===== config.mk =====
export PLATFORM = sky130hd
export DESIGN_NAME = rip_ro_freq_counter
export DESIGN_NICKNAME = d
export VERILOG_FILES = /design/src/rtl/rip_ro_freq_counter.sv
export SDC_FILE = /design/constraint.sdc
export NUM_CORES = 1
export LEC_CHECK = 0
export BUFFER_PORTS_ARGS = -buffer_cell sky130_fd_sc_hd__clkbuf_2
export CAP_MARGIN = 20
export CORE_UTILIZATION = 25
export CTS_BUF_LIST = sky130_fd_sc_hd__clkbuf_16
export DETAILED_ROUTE_END_ITERATION = 10
export HOLD_SLACK_MARGIN = 0.06
export SLEW_MARGIN = 10
export SYNTH_ARGS = -nofsm -noshare
export SYNTH_HDL_FRONTEND = slang
export SYNTH_SLANG_ARGS = --single-unit

===== constraint.sdc =====
create_clock -name clk -period 2 [get_ports clk]
set_input_delay 0.4 -clock clk [delete_from_list [all_inputs] [get_ports clk]]
set_output_delay 0.4 -clock clk [all_outputs]
set_load 0.02 [all_outputs]

===== src/rtl/rip_ro_freq_counter.sv =====
// Ring-oscillator frequency counter: synchronises ro, counts its rising edges over a window of WINDOW_CYCLES clk cycles.
// Latency: the result is valid WINDOW_CYCLES cycles after the start edge; ro edges reach the counter SYNC_STAGES+1 cycles late.
// Backpressure: the result is held in HOLD, with valid_o high, until ready_i; no new window starts before that.
// Ports:
//   clk, rst          - clock and asynchronous active-high reset
//   ro                - raw oscillator net, asynchronous to clk
//   start             - begins one measurement (sampled only in IDLE)
//   continuous        - re-arm automatically on each accepted result (sampled at the handshake)
//   busy              - FSM not idle
//   count_o/overflow_o- last window's edge count and its saturation flag
//   valid_o/ready_i   - result handshake
module rip_ro_freq_counter #(
  parameter int WINDOW_CYCLES = 1024,
  parameter int COUNT_W       = 16,
  parameter int SYNC_STAGES   = 2
) (
  input  logic               clk,
  input  logic               rst,
  input  logic               ro,
  input  logic               start,
  input  logic               continuous,
  output logic               busy,
  output logic [COUNT_W-1:0] count_o,
  output logic               overflow_o,
  output logic               valid_o,
  input  logic               ready_i
);

  // The window counter only has to hold WINDOW_CYCLES-1. It is at least 1 bit wide so that a window of one cycle still works.
  localparam int WIN_W = (WINDOW_CYCLES > 1) ? $clog2(WINDOW_CYCLES) : 1;
  localparam logic [WIN_W-1:0]   WIN_LOAD = WIN_W'(WINDOW_CYCLES - 1);
  localparam logic [COUNT_W-1:0] CNT_MAX  = '1;

  typedef enum logic [1:0] {IDLE, MEASURE, HOLD} state_t;

  state_t               state_q, state_d;
  logic [SYNC_STAGES-1:0] sync_q;
  logic                 ro_prev_q;
  logic                 ro_s;
  logic                 rise;
  logic [WIN_W-1:0]     win_q, win_d;
  logic [COUNT_W-1:0]   cnt_q, cnt_d, cnt_step;
  logic                 sat_q, sat_d, sat_step;
  logic [COUNT_W-1:0]   count_q, count_d;
  logic                 ovf_q, ovf_d;
  logic                 valid_q, valid_d;

  assign ro_s = sync_q[SYNC_STAGES-1];
  assign rise = ro_s & ~ro_prev_q;

  // Next edge count for this cycle. It saturates, and an increment attempted at the ceiling sets the sticky flag.
  always_comb begin
    cnt_step = cnt_q;
    sat_step = sat_q;
    if (rise) begin
      if (cnt_q == CNT_MAX) sat_step = 1'b1;
      else                  cnt_step = cnt_q + COUNT_W'(1);
    end
  end

  always_comb begin
    state_d = state_q;
    win_d   = win_q;
    cnt_d   = cnt_q;
    sat_d   = sat_q;
    count_d = count_q;
    ovf_d   = ovf_q;
    valid_d = valid_q;
    case (state_q)
      IDLE: begin
        if (start) begin
          state_d = MEASURE;
          win_d   = WIN_LOAD;
          cnt_d   = '0;
          sat_d   = 1'b0;
        end
      end
      MEASURE: begin
        cnt_d = cnt_step;
        sat_d = sat_step;
        if (win_q == '0) begin
          // The last window cycle's edge is included in the published result.
          count_d = cnt_step;
          ovf_d   = sat_step;
          valid_d = 1'b1;
          state_d = HOLD;
        end else begin
          win_d = win_q - WIN_W'(1);
        end
      end
      HOLD: begin
        if (ready_i) begin
          valid_d = 1'b0;
          if (continuous) begin
            state_d = MEASURE;
            win_d   = WIN_LOAD;
            cnt_d   = '0;
            sat_d   = 1'b0;
          end else begin
            state_d = IDLE;
          end
        end
      end
      default: state_d = IDLE;
    endcase
  end

  always_ff @(posedge clk or posedge rst) begin
    if (rst) begin
      state_q   <= IDLE;
      sync_q    <= '0;
      ro_prev_q <= 1'b0;
      win_q     <= '0;
      cnt_q     <= '0;
      sat_q     <= 1'b0;
      count_q   <= '0;
      ovf_q     <= 1'b0;
      valid_q   <= 1'b0;
    end else begin
      state_q   <= state_d;
      sync_q    <= {sync_q[SYNC_STAGES-2:0], ro};
      ro_prev_q <= ro_s;
      win_q     <= win_d;
      cnt_q     <= cnt_d;
      sat_q     <= sat_d;
      count_q   <= count_d;
      ovf_q     <= ovf_d;
      valid_q   <= valid_d;
    end
  end

  assign busy       = (state_q != IDLE);
  assign count_o    = count_q;
  assign overflow_o = ovf_q;
  assign valid_o    = valid_q;

endmodule


# Word-level counts from Yosys, hierarchy flattened
# Index checks and enable logic that the tools add are counted.
# word_totals
regBits	50
latchBits	0
ram_bits	0
rom_bits	0
in_bits	6
out_inout_bits	19
elab_cells	56
memories	0
# classes
addsub	2
multipliers	0
div_mod_pow	0
n_lt_le_gt_ge	0
eq_ne	8
shifts	0
n_mux	25
bitwise_logic	2
reduce_logical	10
# op_table
operator	count
16-bit 2-to-1 mux	5
16-bit one-hot mux with 3 select lines	1
10-bit 2-to-1 mux	4
10-bit one-hot mux with 3 select lines	1
16-bit by 1-bit adder with 16-bit output, second input constant	1
16-bit == test, second input constant	1
10-bit zero test	1
2-bit inequality test, second input constant	5
10-bit by 1-bit subtractor with 10-bit output, second input constant	1
1-bit 2-to-1 mux	8
2-bit 2-to-1 mux	3
2-bit one-hot mux with 3 select lines	1
3-bit AND reduction	2
5-bit AND reduction	1
4-bit AND reduction	1
2-bit nonzero test	2
1-bit one-hot mux with 3 select lines	1
3-bit nonzero test	1
2-bit by 1-bit == test with 1-bit output, second input constant	1
2-bit == test, second input constant	1
2-bit zero test	1
1-bit one-hot mux with 2 select lines	1
2-bit AND reduction	1
1-bit AND	1
1-bit NOT	1

# Logic depth before layout (Yosys ltp)
# depth
depth_word	4
ltp_mapped	8
depth_no_buf	7

# Worst setup path before layout
# No wires, ideal clock.
# synth_path
path_type	reg-to-reg
start	reg win_q[0]
end	reg win_q[4]
setup_ns	0.127
t_arrival_ns	2.068
t_required_ns	1.873
path_slack_ns	-0.196
path_stages_with_launch	9
n_path_buf	1
synth_period_minus_slack_ns	2.196
cell_sequence	dfrtp_1 > inv_1 > ha_1 > or4b_4 > or4_4 > buf_6 > nand4_1 > xor2_1 > nand2_1
# synth_via
elab_chain_cells	3
elab_cells_between_ends	6
classes_between	add/sub: 1; eq/ne: 1; mux: 2; reduce/logical: 2
# synth_lines
item	line	text
start: declaration	41	logic [WIN_W-1:0] win_q, win_d;
start signal: assignment	123	win_q <= win_d;
10-bit by 1-bit subtractor with 10-bit output or 10-bit zero test (tied branches)	88, 81	
10-bit 2-to-1 mux or 2-bit inequality test (tied branches)	--	
10-bit one-hot mux with 3 select lines or 5-bit AND reduction (tied branches)	--	
# Several ways; a longest one is shown, not always the timed one. The select of a mux whose other input is x is not followed.
# A chain may end at the register's enable or synchronous reset.

# Worst setup path in the final report
# layout_path
start	reg win_q[0]
end	reg win_q[7]
# Same word-level chain as after synthesis.

==> summary.txt <==
========================================================================================================
Endpoint type of the worst setup path                                                           register
Startpoint of the lowest-slack register-to-register path                                        win_q[0]
Number of nets in the synthesized netlist                                                            284
Number of I/O pins                                                                                    25
Clock Sinks                                                                                           50
Reg area                                                                                     0.00125 mm2
Average wire length per cell after detail routing                                                14.7 um
Area of the placeable core                                                                   0.00991 mm2
Leading cell type in the layout, fill and taps excluded                                          dfrtp_1
Number of nets in the finished design                                                                346
Maximum number of pins on one net before global-route repair                                          26
Post-layout min period                                                                           2.15 ns
Area used by multi-input combinational logic                                                 0.00137 mm2
Post-CTS clock slew at the launch and capture registers of the worst setup and hold paths        0.07 ns
Number of H-tree levels                                                                                2
Dominant synthesized flop cell                                                                   dfrtp_1
Worst setup SP type                                                                             register
HPWL reported at the end of detailed placement                                                   4770 um
CTS tree                                                                                            done
Via count                                                                                           2301
Mapped Cells                                                                                         276
Final worst clock skew                                                                        0.00486 ns
Remaining antenna violation count                                                                      0
Maximum clock insertion buffer count                                                                   2
Power per Cell Area                                                                           848 mW/mm2
Instance count along the most critical hold path                                                       1
Quantity of I/O buffers inserted on ports                                                             24
Root buffer selected by CTS                                                                    clkbuf_16
HP Start                                                                                              ro
Violated checks                                                                             setup timing
Reg2Reg Depth                                                                                          7
Height of the chip                                                                                104 um
Fraction of layout instances using a drive strength above 1                                        32.7%
Hold worst-path end                                                                            sync_q[0]
FF-to-FF End                                                                                    win_q[7]
Number of search-and-repair iterations in the first detailed-routing pass                              4
Synthesis Warnings                                                                                     0
VDD IR-drop max                                                                                 0.343 mV
Seq/Total Area, Yosys                                                                              48.3%
Cell Chain, Critical Path                                                                   inv_2, ha_4, or4b_4, or4_4, nand3_2, or4_1, nand3_1
Inserted Diodes                                                                                        0
Largest stage delay on the critical path                                                         0.56 ns
Num rows                                                                                              36
Drt total wl                                                                                     6930 um
Cell leakage power                                                                               1.53 nW
Fraction of the core area covered by cells at the end of the flow                                  35.6%
Cell with the biggest individual delay on the critical path                                        or4_4
Kind of path behind the tightest hold check                                                 primary input to register
CP Max Fanout                                                                                          5
Data required time at the worst endpoint                                                         2.15 ns
Clock buffers created by TritonCTS                                                                     5
Avg Cell Area, Syn                                                                              9.39 um2
Post-Syn Area                                                                                0.00259 mm2
Max-cap violation count                                                                                0
Achievable Freq                                                                                  466 MHz
Portion of the clock cycle consumed by the worst path in the final layout                           107%
Die Width                                                                                         104 um
Average via count per standard cell                                                                 4.88
Run status                                                                                  complete, but fails checks
Pins Over Slew Limit                                                                                   0
Endpoint arrival time on the critical path                                                       2.30 ns
Synthesized flop and latch total                                                                      50
Weighted congestion at the end of routability-driven global placement                              0.828
Minimum setup slack in the final design                                                        -0.146 ns
DRC violations left                                                                                    0
Worst hold margin                                                                               0.222 ns
Die Area                                                                                      0.0108 mm2
Starting utilization of the core area                                                              26.2%
Slew HR                                                                                            67.5%
Area overhead of the layout relative to synthesis                                                  36.1%
Transition at the pin with the smallest max-transition slack                                    0.488 ns
CP top delay family                                                                         simple AND/OR/NAND/NOR gates
Leading cell types in the layout, fill and taps excluded                                    dfrtp_1, buf_4, clkbuf_2
Unique masters post-synth                                                                             49
Summed area of non-filler cells in the final layout                                          0.00353 mm2
FF-to-FF setup slack                                                                            -0.15 ns
Initial drt markers                                                                                  124
Final hold violation count                                                                             0
First-pass GRT wire length                                                                      11300 um
Unrepaired setup endpoints after global routing                                                      yes
Aggregate global routing overflow                                                                      0
Latest clock arrival within the worst-skew pair                                                  0.29 ns
Vias in the first global route                                                                      2212
Post-Place Cell Area                                                                         0.00313 mm2
Pre-CTS worst setup slack                                                                      -0.162 ns
Antenna violations before repair                                                                       0
Setup Crit Path Kind                                                                        register to register
Proportion of register bits with asynchronous set or reset after synthesis                          100%
Final setup viols                                                                                     26
Total of fill cells in the finished design                                                           996
GRT Util Overall                                                                                   13.0%
Sum of buffers and inverters on the critical path                                                      1
EDFF count, synth                                                                                      0
========================================================================================================
## Yosys cell counts, drive strengths merged, types with 3 or more instances
master	n	area (um2)
a21o	4	30.0
a21oi	16	80.1
a22o	4	35.0
a31oi	6	37.5
and2	3	18.8
buf	5	37.5
clkbuf	12	46.3
dfrtp	50	1250
inv	7	26.3
nand2	32	120
nand2b	3	18.8
nand3	14	75.1
nand4	8	56.3
nand4b	3	26.3
nor2	21	78.8
nor3	4	20.0
nor4	9	71.3
o211ai	3	22.5
o21ai	22	110
or3	3	18.8
or4	4	37.5
xnor2	8	70.1
xor2	9	78.8
## flip-flops by register name (all words and copies together) (netlist names)
signal      count
overflow_o      1
win_q          10
ro_prev_q       1
sync_q          2
sat_q           1
valid_o         1
count_o        16
state_q         2
cnt_q          16
## layout make-up
type / instances / share of cell area (%)
Timing Repair Buffer: 71 / 15.4
Inverter: 7 / 0.745
Sequential cell: 50 / 35.5
Clock inverter: 3 / 1.17
Multi-Input combinational cell: 203 / 39.0
Clock buffer: 5 / 3.55
Tap cell: 133 / 4.72
## metrics by stage
step                      TNS, ns  power, mW  instances
final                       -2.38       2.99        472
after global routing        -3.99       3.14        472
after CTS                   -2.07       2.98        466
after detailed placement    -1.71       2.00        455
after global placement     -0.571       1.97        455
after floorplan             -2.12       1.69        276
## cells by family after synthesis
kind of cell / synth area share (%)
xor gates and xnor gates: 5.74
muxes: 0.772
buffers and inverters: 4.25
AOI/OAI and AO/OA: 15.1
DFF: 48.3
adders and majority gates: 0.965
and+or+nand+nor: 25.0
## how the worst max path moves through the flow
stage | slack (ns) | end | cells past startpoint | startpoint
after detailed placement | -0.16 | win_q[4] | 7 | win_q[0]
final | -0.15 | win_q[7] | 7 | win_q[0]
after global placement | -0.1 | count_o[3] | 6 | win_q[0]
after CTS | -0.16 | win_q[4] | 7 | win_q[0]
after global routing | -0.23 | win_q[8] | 7 | win_q[0]
after floorplan | -0.15 | win_q[4] | 8 | win_q[0]
## repair_timing
action / 4_1_cts / 5_1_grt
endpoints found under the setup margin: 22 / 30
cloned: 0 / 4
pin swaps: 0 / 19
endpoints found under the hold margin: 9 / 0
hold buffers: 1 / 0
resized for setup: 4 / 29
setup buffers: 2 / 2
## power breakdown
| part | leakage, nW | switching (mW) | internal (mW) | total [mW] |
|---|---|---|---|---|
| registers | 0.637 | 0.128 | 1.16 | 1.29 |
| clock network | 0.0812 | 0.369 | 0.586 | 0.955 |
| logic | 0.807 | 0.370 | 0.382 | 0.752 |
| total | 1.53 | 0.867 | 2.12 | 2.99 |
## metal layers
metal  up-vias  GRT usage, %  share of wire [%]
li1       1126             -                  -
met1      1116          17.6                 47
met2        52          20.2                 47
met3         7          3.15                4.5
met4         0          4.08                1.0
met5         -             0                  0
Power figures use the tool's default switching activity.
